**config.mk**
```make
export PLATFORM = sky130hd
export DESIGN_NAME = updown_mod_counter_flat
export DESIGN_NICKNAME = d
export VERILOG_FILES = /design/src/rtl/updown_mod_counter_if.sv /design/src/rtl/updown_mod_counter.sv /design/src/flat_wrapper.sv
export SDC_FILE = /design/constraint.sdc
export NUM_CORES = 1
export LEC_CHECK = 0
export CAP_MARGIN = 20
export CELL_PAD_IN_SITES_DETAIL_PLACEMENT = 1
export CELL_PAD_IN_SITES_GLOBAL_PLACEMENT = 1
export CORE_AREA = 4 4 41 43
export CTS_CLUSTER_SIZE = 24
export DETAILED_ROUTE_END_ITERATION = 8
export DIE_AREA = 0 0 45 47
export HOLD_SLACK_MARGIN = 0.15
export PLACE_DENSITY_LB_ADDON = 0.1
export SKIP_CTS_REPAIR_TIMING = 1
export SYNTH_ARGS = -nofsm -noshare
export SYNTH_HDL_FRONTEND = slang
export SYNTH_SLANG_ARGS = --single-unit
```
**constraint.sdc**
```tcl
create_clock -name clk -period 1.3 [get_ports clk]
set_input_delay 0.26 -clock clk [delete_from_list [all_inputs] [get_ports clk]]
set_output_delay 0.26 -clock clk [all_outputs]
set_load 0.02 [all_outputs]
```
**src/rtl/updown_mod_counter_if.sv**
```systemverilog
// rtl/updown_mod_counter_if.sv - control/status bundle for updown_mod_counter
interface updown_mod_counter_if #(
    parameter int WIDTH = 3
);
    logic             en;
    logic             up;
    logic             load;
    logic [WIDTH-1:0] load_val;
    logic             clr_ovf;
    logic [WIDTH-1:0] count;
    logic             tc;
    logic             ovf;

    modport master (
        output en, up, load, load_val, clr_ovf,
        input  count, tc, ovf
    );

    modport slave (
        input  en, up, load, load_val, clr_ovf,
        output count, tc, ovf
    );
endinterface

```
**src/rtl/updown_mod_counter.sv**
```systemverilog
// rtl/updown_mod_counter.sv - parametrised up/down modulo counter with wrap or saturate
module updown_mod_counter #(
    parameter int              WIDTH    = 3,
    parameter longint unsigned MOD      = 8,
    parameter bit              SATURATE = 1'b0
) (
    input  logic                 clk,
    input  logic                 rst,
    updown_mod_counter_if.slave  bus
);
    localparam logic [WIDTH-1:0] MAX  = WIDTH'(MOD - 64'd1);
    localparam logic [WIDTH-1:0] ONE  = WIDTH'(1);
    localparam logic [WIDTH-1:0] ZERO = '0;

    logic [WIDTH-1:0] count_q;
    logic             tc_q;
    logic             ovf_q;

    logic [WIDTH-1:0] step_count;
    logic             boundary;
    logic [WIDTH-1:0] load_fix;

    // When MOD = 2^WIDTH, MAX is all ones so the clamp never fires.
    assign load_fix = (bus.load_val > MAX) ? MAX : bus.load_val;

    // Boundary detection happens before arithmetic so nothing exceeds MAX.
    always_comb begin
        step_count = count_q;
        boundary   = 1'b0;
        if (bus.up) begin
            if (count_q == MAX) begin
                boundary   = 1'b1;
                step_count = SATURATE ? MAX : ZERO;
            end else begin
                step_count = count_q + ONE;
            end
        end else begin
            if (count_q == ZERO) begin
                boundary   = 1'b1;
                step_count = SATURATE ? ZERO : MAX;
            end else begin
                step_count = count_q - ONE;
            end
        end
    end

    always_ff @(posedge clk) begin
        if (rst) begin
            count_q <= '0;
            tc_q    <= 1'b0;
            ovf_q   <= 1'b0;
        end else if (bus.load) begin
            count_q <= load_fix;
            tc_q    <= 1'b0;
            if (bus.clr_ovf) begin
                ovf_q <= 1'b0;
            end
        end else if (bus.en) begin
            count_q <= step_count;
            tc_q    <= boundary;
            // A boundary event in the same cycle as clr_ovf keeps the flag set.
            if (boundary) begin
                ovf_q <= 1'b1;
            end else if (bus.clr_ovf) begin
                ovf_q <= 1'b0;
            end
        end else begin
            tc_q <= 1'b0;
            if (bus.clr_ovf) begin
                ovf_q <= 1'b0;
            end
        end
    end

    assign bus.count = count_q;
    assign bus.tc    = tc_q;
    assign bus.ovf   = ovf_q;
endmodule

```
**src/flat_wrapper.sv**
```systemverilog
// flat-port wrapper written by rule: the top's interface ports become plain ports
module updown_mod_counter_flat 
#(
    parameter int              WIDTH    = 3,
    parameter longint unsigned MOD      = 8,
    parameter bit              SATURATE = 1'b0
)
  (clk, rst, bus_en, bus_up, bus_load, bus_load_val, bus_clr_ovf, bus_count, bus_tc, bus_ovf);
  updown_mod_counter_if #(.WIDTH(WIDTH)) bus_i ();
  input  logic clk;
  input  logic rst;
  input wire logic [$bits(bus_i.en)-1:0] bus_en;
  input wire logic [$bits(bus_i.up)-1:0] bus_up;
  input wire logic [$bits(bus_i.load)-1:0] bus_load;
  input wire logic [$bits(bus_i.load_val)-1:0] bus_load_val;
  input wire logic [$bits(bus_i.clr_ovf)-1:0] bus_clr_ovf;
  output wire logic [$bits(bus_i.count)-1:0] bus_count;
  output wire logic [$bits(bus_i.tc)-1:0] bus_tc;
  output wire logic [$bits(bus_i.ovf)-1:0] bus_ovf;
  assign bus_i.en = bus_en;
  assign bus_i.up = bus_up;
  assign bus_i.load = bus_load;
  assign bus_i.load_val = bus_load_val;
  assign bus_i.clr_ovf = bus_clr_ovf;
  assign bus_count = bus_i.count;
  assign bus_tc = bus_i.tc;
  assign bus_ovf = bus_i.ovf;
  updown_mod_counter #(.WIDTH(WIDTH), .MOD(MOD), .SATURATE(SATURATE)) u_core (.clk(clk), .rst(rst), .bus(bus_i));
endmodule
```
Word-level counts from Yosys, hierarchy flattened

Cells that the tools add are included.

Bitwise logic cells: 1
$lt $le $gt $ge: 1
Equal/unequal tests: 1
$add $sub $neg: 2
Reductions and logical operators: 3
Mux-type cells: 13

Operator list:

| operator              | number |
|---|---|
| $mux W3               | 6 |
| $mux W1               | 7 |
| $add A3 B1 Y3 const B | 1 |
| $eq A3 B3 Y1 const B  | 1 |
| $gt A3 B3 Y1 const B  | 1 |
| $logic_not A3 Y1      | 1 |
| $reduce_or A3 Y1      | 1 |
| $sub A3 B1 Y3 const B | 1 |
| $reduce_bool A2 Y1    | 1 |
| $not A1 Y1            | 1 |

Logic and storage cells: 24
Output and inout port bits: 5
Bits in registers: 5

Logic depth before layout (Yosys ltp)

Gate-level depths: netlist of run 1.

Depth after elaboration: 6
Mapped depth: 6

Worst setup path before layout of run 1

Ideal clock, no wire load.

Path type: reg2reg
From: reg u_core.count_q[0] (netlist: u_core.bus.count[0])
To: reg u_core.count_q[2] (netlist: u_core.bus.count[2])
Required time: 1.225 ns
Arrival: 1.290 ns
Library setup time: 0.075 ns
Buffers on the path: 0
Path slack: -0.065 ns
Clock period less this slack: 1.365 ns
Cell stages (with the launch flop): 6
Cells stage by stage: dfxtp_1 inv_1 ha_1 ha_1 o211a_1 o22ai_1

Cells in the longest elaborated chain, start to end: 5
Elaborated cells on any way between the ends: 9
Those cells by class: add/sub: 2; eq/ne: 1; mux: 5; reduce/logical: 1

Ends and longest elaborated chain:

| item                                  | RTL line                                           | RTL |
|---|---|---|
| start: declaration                    | updown_mod_counter.sv:15                           | `logic [WIDTH-1:0] count_q;` |
| start signal: assignment              | updown_mod_counter.sv:53                           | `count_q <= load_fix;` |
| start signal: assignment              | updown_mod_counter.sv:59                           | `count_q <= step_count;` |
| $sub A3 B1 Y3 (tied with other cells) | updown_mod_counter.sv:42                           | `step_count = count_q - ONE;` |
| $mux W3, on equally long branches     | updown_mod_counter.sv:38, updown_mod_counter.sv:31 |  |
| $mux W3 *                             | updown_mod_counter.sv:30                           | `if (bus.up) begin` |
| $mux W3 *                             | updown_mod_counter.sv:58                           | `end else if (bus.en) begin` |
| $mux W3 *                             | updown_mod_counter.sv:52                           | `end else if (bus.load) begin` |

Every way passes the cells marked *; elsewhere a longest branch is shown, timed or not. The select of a mux whose other input is x is not followed.
A chain may end at the register's enable or synchronous reset.

Final worst setup path of run 1

From: reg u_core.count_q[0] (netlist: u_core.bus.count[0])
To: reg u_core.count_q[1] (netlist: u_core.bus.count[1])

The elaborated chain is that of the path after synthesis.

==> impl_results.html, run 1 <==
<table>
<tr><th>Metric</th><th>Value</th></tr>
<tr><th colspan="2">Pwr</th></tr>
<tr><td>Cell-internal power</td><td>0.0003672 W</td></tr>
<tr><td>Net switching fraction of the power</td><td>0.2808</td></tr>
<tr><td>Part of the total power dissipated in the clock network</td><td>0.360</td></tr>
<tr><td>Leak pwr</td><td>0.3054 nW</td></tr>
<tr><td>Combinational cell fraction of total power</td><td>0.303</td></tr>
<tr><td>Pwr dens</td><td>925.4 mW/mm^2</td></tr>
<tr><td>IR drop worst, VDD</td><td>416.6 uV</td></tr>
<tr><td>P_sw</td><td>0.0001434 W</td></tr>
<tr><td>Relative contribution of sequential cells to total power</td><td>0.337</td></tr>
<tr><td>Total power consumption of the routed design</td><td>0.0005106 W</td></tr>
<tr><th colspan="2">Worst setup path</th></tr>
<tr><td>Largest stage delay on the critical path</td><td>330 ps</td></tr>
<tr><td>Ordered cell list for the critical path</td><td>ha_1 &gt; ha_1 &gt; nand3b_1 &gt; o21a_1 &gt; o21ai_0</td></tr>
<tr><td>Critical Setup Path Class</td><td>reg -&gt; reg</td></tr>
<tr><td>CP max FO</td><td>3</td></tr>
<tr><td>Slowest cell on the critical path</td><td>sky130_fd_sc_hd__dfxtp_2</td></tr>
<tr><td>Cell seen most often among critical-path stages</td><td>sky130_fd_sc_hd__ha_1</td></tr>
<tr><td>Category of the worst setup path launch point</td><td>flop</td></tr>
<tr><td>Endpoint arrival time on the critical path</td><td>1410 ps</td></tr>
<tr><td>Critical path endpoint category</td><td>flop</td></tr>
<tr><td>Critical path data required time</td><td>1470 ps</td></tr>
<tr><th colspan="2">Timing</th></tr>
<tr><td>Worst slew slack as a fraction of its limit</td><td>0.8333</td></tr>
<tr><td>Pin slew with the least headroom to its limit</td><td>246.6 ps</td></tr>
<tr><td>Crit share post-route</td><td>0.9560</td></tr>
<tr><td>Max-slew violation count</td><td>0</td></tr>
<tr><td>Maximum clock frequency</td><td>804.6 MHz</td></tr>
<tr><td>TNS Setup</td><td>0 ps</td></tr>
<tr><td>Total setup violations reported at the end of the flow</td><td>0</td></tr>
<tr><td>Final min period</td><td>1243 ps</td></tr>
<tr><td>Post-route worst hold slack</td><td>473.4 ps</td></tr>
<tr><td>Final Hold Violating Endpoints</td><td>0</td></tr>
<tr><td>Final worst clock skew</td><td>2.543 ps</td></tr>
<tr><th colspan="2">Route</th></tr>
<tr><td>Total via count after detailed routing</td><td>351</td></tr>
<tr><td>Via/cell ratio</td><td>4.875</td></tr>
<tr><td>1st-pass router iterations</td><td>4</td></tr>
<tr><td>Number of DRC violations after detailed-routing iteration 0</td><td>2</td></tr>
<tr><td>Residual antenna-violating net count after detailed routing</td><td>0</td></tr>
<tr><td>DRC violations left</td><td>0</td></tr>
<tr><td>Wire length reported by the detailed router</td><td>948 um</td></tr>
<tr><td>Average detailed-routed wire length per instance</td><td>13.17 um</td></tr>
<tr><th colspan="2">Clocking</th></tr>
<tr><td>Sinks on Clock Net</td><td>5</td></tr>
<tr><td>Clock-pin slew on the worst setup and hold paths</td><td>50 ps</td></tr>
<tr><td>Max Root-Sink Buffers</td><td>2</td></tr>
<tr><td>CTS Root Cell</td><td>sky130_fd_sc_hd__clkbuf_4</td></tr>
<tr><td>Clock latency reported for the late side of the worst-skew pair</td><td>240 ps</td></tr>
<tr><td>Clock buffer count from CTS</td><td>3</td></tr>
<tr><td>CTS tree</td><td>built</td></tr>
<tr><td>H-tree lvl count</td><td>1</td></tr>
<tr><th colspan="2">Synthesis</th></tr>
<tr><td>Fraction of the yosys area taken by sequential cells</td><td>0.3162</td></tr>
<tr><td>Distinct cells, synth</td><td>18</td></tr>
<tr><td>Average cell area after synthesis</td><td>8.793 sq um</td></tr>
<tr><td>Post-Syn Area</td><td>316.6 sq um</td></tr>
<tr><td>Gate count of the mapped netlist</td><td>36</td></tr>
<tr><td>Net count after synthesis</td><td>49</td></tr>
<tr><td>Synthesis-stage register bit count</td><td>5</td></tr>
<tr><td>Yosys warns</td><td>0</td></tr>
<tr><th colspan="2">Min path</th></tr>
<tr><td>Class of the tightest hold or removal check</td><td>reg -&gt; reg</td></tr>
<tr><th colspan="2">Die</th></tr>
<tr><td>Full die area</td><td>0.002115 sq mm</td></tr>
<tr><td>Number of ports placed on the die boundary</td><td>14</td></tr>
<tr><td>Floorplan row count</td><td>13</td></tr>
<tr><td>Height of the die</td><td>47 um</td></tr>
<tr><td>Starting Density</td><td>0.2433</td></tr>
<tr><td>Standard cell core area</td><td>0.001301 sq mm</td></tr>
<tr><td>Die Wd</td><td>45 um</td></tr>
<tr><th colspan="2">Place</th></tr>
<tr><td>Number of input and output port buffers inserted</td><td>13</td></tr>
<tr><td>Final estimated routing congestion in global placement</td><td>0.7751</td></tr>
<tr><td>Estimated wirelength of the detail-placed design</td><td>782.8 um</td></tr>
<tr><td>Standard cell area after detailed placement</td><td>498.0 sq um</td></tr>
<tr><th colspan="2">Global route</th></tr>
<tr><td>Wire length of the first global-routing pass</td><td>1614 um</td></tr>
<tr><td>Gr busiest metal</td><td>met2</td></tr>
<tr><td>Total GRT Usage</td><td>0.1073</td></tr>
<tr><td>Largest net degree at the start of global routing</td><td>7</td></tr>
<tr><td>Met1 GRT Util</td><td>0.1156</td></tr>
<tr><td>Global routing met3 resource utilization</td><td>0.03065</td></tr>
<tr><td>GR Overflow Total</td><td>0</td></tr>
<tr><td>Number of global-route vias before repair</td><td>387</td></tr>
<tr><td>Initial antenna violation count</td><td>0</td></tr>
<tr><td>Global Route met2 Usage</td><td>0.1808</td></tr>
<tr><th colspan="2">Finish</th></tr>
<tr><td>FILL cells</td><td>155</td></tr>
<tr><td>Layout Area Growth over Synthesis</td><td>74.31%</td></tr>
<tr><td>Most frequent standard cell in the layout excluding fill and tap cells</td><td>sky130_fd_sc_hd__clkdlybuf4s50_1</td></tr>
<tr><td>Top library cells by usage in the layout, fill and taps aside</td><td>sky130_fd_sc_hd__clkdlybuf4s50_1, sky130_fd_sc_hd__inv_1, sky130_fd_sc_hd__dlymetal6s2s_1</td></tr>
<tr><td>Final non-filler cell area</td><td>551.8 sq um</td></tr>
<tr><td>Register Area</td><td>102.6 sq um</td></tr>
<tr><td>Finished Core Util</td><td>0.4240</td></tr>
<tr><td>Net count reported at finish</td><td>71</td></tr>
<tr><td>Diodes inserted</td><td>0</td></tr>
<tr><td>Fraction of layout cells with a size suffix above 1</td><td>0.2632</td></tr>
<tr><td>Area taken by multi-input logic gates</td><td>209.0 sq um</td></tr>
<tr><th colspan="2">Job</th></tr>
<tr><td>Count of max-cap constraint violations</td><td>0</td></tr>
<tr><th colspan="2">Outcome</th></tr>
<tr><td>Outcome</td><td>complete, no violations</td></tr>
</table>
==> cells in the mapped netlist <==
library cell	count	area [sq um]
sky130_fd_sc_hd__a221oi_2	1	15.01
sky130_fd_sc_hd__nor4b_1	1	8.760
sky130_fd_sc_hd__ha_1	4	50.05
sky130_fd_sc_hd__o211a_1	1	10.01
sky130_fd_sc_hd__o32ai_1	1	8.760
sky130_fd_sc_hd__and2_2	1	7.510
sky130_fd_sc_hd__inv_1	6	22.52
sky130_fd_sc_hd__dfxtp_1	5	100.1
sky130_fd_sc_hd__nand2_1	4	15.01
sky130_fd_sc_hd__o21ai_0	2	10.01
sky130_fd_sc_hd__o22ai_1	1	6.260
sky130_fd_sc_hd__nor2b_1	1	6.260
sky130_fd_sc_hd__o21a_1	1	7.510
sky130_fd_sc_hd__nand2b_4	1	13.76
sky130_fd_sc_hd__a31oi_1	2	12.51
sky130_fd_sc_hd__nor2_1	2	7.510
sky130_fd_sc_hd__nand3b_1	1	7.510
sky130_fd_sc_hd__a21o_1	1	7.510
==> stage by stage <==
stage	instances	worst slack, ps
floorplan	36	27.50
global placement	68	-6.773
detailed placement	68	-51.34
CTS	72	-175.0
global route	72	-6.920
finish	72	57.22
==> logic make-up after synthesis <==
| group | Yosys count | synth area share |
|---|---|---|
| and+or+nand+nor | 11 | 0.2095 |
| AOI/OAI and AO/OA | 10 | 0.2451 |
| buffers and inverters | 6 | 0.07114 |
| adders and majority gates | 4 | 0.1581 |
| DFF | 5 | 0.3162 |
==> sequential cells by signal, indices dropped and copies added (netlist names) <==
| register | cells |
|---|---|
| u_core.bus.count | 3 |
| u_core.bus.ovf | 1 |
| u_core.bus.tc | 1 |
==> power by group through the flow <==
stage / clock network (W) / registers [W] / logic (W)
final: 0.000184 / 0.000172 / 0.000155
after global routing: 0.000194 / 0.000173 / 0.000170
after CTS: 0.000191 / 0.000172 / 0.000147
after detailed placement: 0 / 0.000175 / 0.000146
after global placement: 0 / 0.000174 / 0.000139
after floorplan: 0 / 0.000186 / 0.0000567
==> layout make-up <==
| type | count | area share |
|---|---|---|
| timing repair buffer | 17 | 0.3129 |
| sequential | 5 | 0.1859 |
| tap | 15 | 0.03401 |
| clock buffer | 4 | 0.04762 |
| inverter | 6 | 0.04082 |
| multi-input combinational | 25 | 0.3787 |
==> worst max-delay path: cells and delay by family, from the launching register on <==
kind	cells	cell delay, ps
adders and majority gates	2	410
AOI/OAI and AO/OA	2	250
and+or+nand+nor	1	170
DFF	1	330
==> final timing paths <==
path                                                         end                              from  slack [ps]  cells after the start
worst max-delay path            u_core.bus.count[1]$_SDFFE_PP0P_  u_core.bus.count[0]$_SDFFE_PP0P_          60                      5
worst min register to register         u_core.bus.ovf$_SDFF_PP0_         u_core.bus.ovf$_SDFF_PP0_         470                      2
worst min-delay path                   u_core.bus.ovf$_SDFF_PP0_         u_core.bus.ovf$_SDFF_PP0_         470                      2
worst max register to register  u_core.bus.count[1]$_SDFFE_PP0P_  u_core.bus.count[0]$_SDFFE_PP0P_          60                      5
==> routing by layer <==
layer	vias up	share of wire
li1	170	-
met1	161	0.41
met2	16	0.50
met3	4	0.069
met4	0	0.025
met5	-	0
(Power assumes the default switching activity.)
==> run 2: changes to the inputs <==
- CTS_BUF_LIST: default -> sky130_fd_sc_hd__clkbuf_4 sky130_fd_sc_hd__clkbuf_8
- HOLD_SLACK_MARGIN: 0.15 -> default
==> impl_results.html, run 2 (synthesized netlist as in run 1, its figures left out) <==
<table>
<tr><th>Metric</th><th>Value</th></tr>
<tr><th colspan="2">Finish</th></tr>
<tr><td>Register Area</td><td>102.6 sq um (unchanged)</td></tr>
<tr><td>Flip-flop count of the largest register after layout</td><td>3 (unchanged)</td></tr>
<tr><td>Most frequent standard cell in the layout excluding fill and tap cells</td><td>sky130_fd_sc_hd__clkdlybuf4s50_1 (unchanged)</td></tr>
<tr><td>Final non-filler cell area</td><td>555.5 sq um (was 551.8 sq um)</td></tr>
<tr><td>FILL cells</td><td>156 (was 155)</td></tr>
<tr><td>Layout Area Growth over Synthesis</td><td>75.49% (was 74.31%)</td></tr>
<tr><td>Fraction of layout cells with a size suffix above 1</td><td>0.2807 (was 0.2632)</td></tr>
<tr><td>Diodes inserted</td><td>0 (unchanged)</td></tr>
<tr><td>Top library cells by usage in the layout, fill and taps aside</td><td>sky130_fd_sc_hd__clkdlybuf4s50_1, sky130_fd_sc_hd__inv_1, sky130_fd_sc_hd__dlymetal6s2s_1 (unchanged)</td></tr>
<tr><td>Number of cells in the finished layout apart from fillers</td><td>72 (unchanged)</td></tr>
<tr><td>Area taken by multi-input logic gates</td><td>209.0 sq um (unchanged)</td></tr>
<tr><td>Net count reported at finish</td><td>71 (unchanged)</td></tr>
<tr><th colspan="2">Global route</th></tr>
<tr><td>Number of global-route vias before repair</td><td>387 (unchanged)</td></tr>
<tr><td>GR Overflow Total</td><td>0 (unchanged)</td></tr>
<tr><td>Wire length of the first global-routing pass</td><td>1614 um (unchanged)</td></tr>
<tr><td>Total GRT Usage</td><td>0.1081 (was 0.1073)</td></tr>
<tr><td>Initial antenna violation count</td><td>0 (unchanged)</td></tr>
<tr><td>Largest net degree at the start of global routing</td><td>7 (unchanged)</td></tr>
<tr><th colspan="2">Pwr</th></tr>
<tr><td>Pwr dens</td><td>952.8 mW/mm^2 (was 925.4 mW/mm^2)</td></tr>
<tr><td>Leak pwr</td><td>0.3088 nW (was 0.3054 nW)</td></tr>
<tr><td>IR drop worst, VDD</td><td>408.5 uV (was 416.6 uV)</td></tr>
<tr><th colspan="2">Clocking</th></tr>
<tr><td>Clock-pin slew on the worst setup and hold paths</td><td>40 ps (was 50 ps)</td></tr>
<tr><td>Sinks on Clock Net</td><td>5 (unchanged)</td></tr>
<tr><td>Clock latency reported for the late side of the worst-skew pair</td><td>240 ps (about the same)</td></tr>
<tr><td>Max Root-Sink Buffers</td><td>2 (unchanged)</td></tr>
<tr><td>H-tree lvl count</td><td>1 (unchanged)</td></tr>
<tr><td>Clock buffer count from CTS</td><td>3 (unchanged)</td></tr>
<tr><td>CTS Root Cell</td><td>sky130_fd_sc_hd__clkbuf_4 (unchanged)</td></tr>
<tr><td>CTS tree</td><td>built (unchanged)</td></tr>
<tr><th colspan="2">Worst setup path</th></tr>
<tr><td>Worst Path Buf+Inv</td><td>0 (unchanged)</td></tr>
<tr><td>FF-to-FF End</td><td>u_core.bus.count[1]$_SDFFE_PP0P_ (unchanged)</td></tr>
<tr><td>Number of logic stages on the critical path including buffering</td><td>5 (unchanged)</td></tr>
<tr><td>CP max FO</td><td>3 (unchanged)</td></tr>
<tr><td>Critical Setup Path Class</td><td>reg -&gt; reg (unchanged)</td></tr>
<tr><td>Largest stage delay on the critical path</td><td>330 ps (about the same)</td></tr>
<tr><td>Category of the worst setup path launch point</td><td>flop (unchanged)</td></tr>
<tr><td>Reg2reg setup slack</td><td>50 ps (was 60 ps)</td></tr>
<tr><td>Count of cells along the worst register-to-register path</td><td>5 (unchanged)</td></tr>
<tr><td>Ordered cell list for the critical path</td><td>ha_1 &gt; ha_1 &gt; nand3b_1 &gt; o21a_1 &gt; o21ai_0 (unchanged)</td></tr>
<tr><td>Cell seen most often among critical-path stages</td><td>sky130_fd_sc_hd__ha_1 (unchanged)</td></tr>
<tr><td>Reg-to-reg startpoint</td><td>u_core.bus.count[0]$_SDFFE_PP0P_ (unchanged)</td></tr>
<tr><td>Critical path endpoint category</td><td>flop (unchanged)</td></tr>
<tr><td>Critical path data required time</td><td>1460 ps (was 1470 ps)</td></tr>
<tr><td>Endpoint arrival time on the critical path</td><td>1410 ps (about the same)</td></tr>
<tr><td>Category of cells accounting for the largest share of critical-path delay</td><td>adder cells (unchanged)</td></tr>
<tr><td>Slowest cell on the critical path</td><td>sky130_fd_sc_hd__dfxtp_2 (unchanged)</td></tr>
<tr><th colspan="2">Outcome</th></tr>
<tr><td>Outcome</td><td>complete, no violations (unchanged)</td></tr>
<tr><th colspan="2">Die</th></tr>
<tr><td>Die Wd</td><td>45 um (unchanged)</td></tr>
<tr><td>Height of the die</td><td>47 um (unchanged)</td></tr>
<tr><td>Floorplan row count</td><td>13 (unchanged)</td></tr>
<tr><td>Number of ports placed on the die boundary</td><td>14 (unchanged)</td></tr>
<tr><td>Full die area</td><td>0.002115 sq mm (unchanged)</td></tr>
<tr><td>Starting Density</td><td>0.2433 (unchanged)</td></tr>
<tr><td>Standard cell core area</td><td>0.001301 sq mm (unchanged)</td></tr>
<tr><th colspan="2">Min path</th></tr>
<tr><td>Hold Path Stages</td><td>2 (unchanged)</td></tr>
<tr><td>Worst-case hold path end point</td><td>u_core.bus.ovf$_SDFF_PP0_ (unchanged)</td></tr>
<tr><td>Startpoint of the tightest hold check path</td><td>u_core.bus.ovf$_SDFF_PP0_ (unchanged)</td></tr>
<tr><td>Class of the tightest hold or removal check</td><td>reg -&gt; reg (unchanged)</td></tr>
<tr><th colspan="2">Route</th></tr>
<tr><td>Wire length reported by the detailed router</td><td>969 um (was 948 um)</td></tr>
<tr><td>Average detailed-routed wire length per instance</td><td>13.46 um (was 13.17 um)</td></tr>
<tr><td>Via/cell ratio</td><td>4.625 (was 4.875)</td></tr>
<tr><td>1st-pass router iterations</td><td>2 (was 4)</td></tr>
<tr><td>Number of DRC violations after detailed-routing iteration 0</td><td>1 (was 2)</td></tr>
<tr><td>Residual antenna-violating net count after detailed routing</td><td>0 (unchanged)</td></tr>
<tr><td>Total via count after detailed routing</td><td>333 (was 351)</td></tr>
<tr><td>DRC violations left</td><td>0 (unchanged)</td></tr>
<tr><th colspan="2">Timing</th></tr>
<tr><td>PnR worst setup slack</td><td>52.73 ps (was 57.22 ps)</td></tr>
<tr><td>Pin slew with the least headroom to its limit</td><td>249.2 ps (was 246.6 ps)</td></tr>
<tr><td>Max-slew violation count</td><td>0 (unchanged)</td></tr>
<tr><td>Final worst clock skew</td><td>3.523 ps (was 2.543 ps)</td></tr>
<tr><td>Final Hold Violating Endpoints</td><td>0 (unchanged)</td></tr>
<tr><td>Total setup violations reported at the end of the flow</td><td>0 (unchanged)</td></tr>
<tr><td>Final min period</td><td>1247 ps (was 1243 ps)</td></tr>
<tr><td>Worst slew slack as a fraction of its limit</td><td>0.8315 (was 0.8333)</td></tr>
<tr><td>Maximum clock frequency</td><td>801.8 MHz (was 804.6 MHz)</td></tr>
<tr><td>Crit share post-route</td><td>0.9594 (was 0.9560)</td></tr>
<tr><th colspan="2">Place</th></tr>
<tr><td>Standard cell area after detailed placement</td><td>498.0 sq um (unchanged)</td></tr>
<tr><td>Number of input and output port buffers inserted</td><td>13 (unchanged)</td></tr>
<tr><td>Setup slack after placement</td><td>-51.34 ps (unchanged)</td></tr>
<tr><td>Post-placement cell count</td><td>68 (unchanged)</td></tr>
<tr><td>Final estimated routing congestion in global placement</td><td>0.7751 (unchanged)</td></tr>
<tr><td>Estimated wirelength of the detail-placed design</td><td>782.8 um (unchanged)</td></tr>
<tr><th colspan="2">Job</th></tr>
<tr><td>Count of max-cap constraint violations</td><td>0 (unchanged)</td></tr>
</table>
==> run 2: changes by cell type in the layout (fill, tap and decap cells not counted) <==
cell	before	now
sky130_fd_sc_hd__clkbuf_4	3	4
sky130_fd_sc_hd__clkbuf_1	1	0
==> run 2: stage by stage <==
step | hold WS, ps | power [W] | TNS (ps) | util
6_report | 470.6 | 0.0005293 | 0 | 0.4269
5_1_grt | 496.5 | 0.0005582 | -5.927 | 0.4269
4_1_cts | 479.1 | 0.0005297 | -815.8 | 0.4058
3_5_place_dp | 472.7 | 0.0003209 | -75.99 | 0.3827
3_3_place_gp | 461.4 | 0.0003123 | -6.773 | 0.3827
2_1_floorplan | 318.8 | 0.0002423 | 0 | -
==> run 2: layout make-up <==
| type | instances | area share |
|---|---|---|
| clock buffers | 4 | 0.05405 |
| inverters | 6 | 0.04054 |
| multi-input cells | 25 | 0.3761 |
| flip-flops and latches | 5 | 0.1847 |
| well taps | 15 | 0.03378 |
| repair buffers | 17 | 0.3108 |
==> run 2: worst min-delay path, cell delays in order (launching register included) <==
cell and delay [ps]:
sky130_fd_sc_hd__dfxtp_1 300, sky130_fd_sc_hd__inv_1 50, sky130_fd_sc_hd__o32ai_1 70
==> run 2: worst max-delay path by stage <==
stage / startpoint / end / slack [ps]
finish: u_core.bus.count[0]$_SDFFE_PP0P_ / u_core.bus.count[1]$_SDFFE_PP0P_ / 50
global route: u_core.bus.count[0]$_SDFFE_PP0P_ / u_core.bus.count[1]$_SDFFE_PP0P_ / -6
CTS: u_core.bus.count[1]$_SDFFE_PP0P_ / bus_count[1] / -170
detailed placement: bus_load / u_core.bus.count[1]$_SDFFE_PP0P_ / -50
global placement: bus_up / u_core.bus.count[0]$_SDFFE_PP0P_ / -7
floorplan: u_core.bus.count[0]$_SDFFE_PP0P_ / u_core.bus.count[2]$_SDFFE_PP0P_ / 30
==> run 2: layer usage <==
metal  part of all wire  vias to the layer above  track usage
li1                   -                      168            -
met1               0.41                      154       0.1134
met2               0.53                       11       0.1864
met3              0.060                        0      0.03065
met4                  0                        0      0.07602
met5                  0                        -            0
==> run 2: power by group <==
group / total, W / internal (W) / switching (W)
Combinational: 0.000156 / 0.0000864 / 0.0000695
Clock: 0.000201 / 0.000137 / 0.0000644
Sequential: 0.000172 / 0.000165 / 0.00000748
Total: 0.000529 / 0.000388 / 0.000141
==> run 3: changes to the inputs <==
- CAP_MARGIN: 20 -> 15
==> results of run 3 <==
No change in the layout: final DEF, timing and power equal those of run 2.
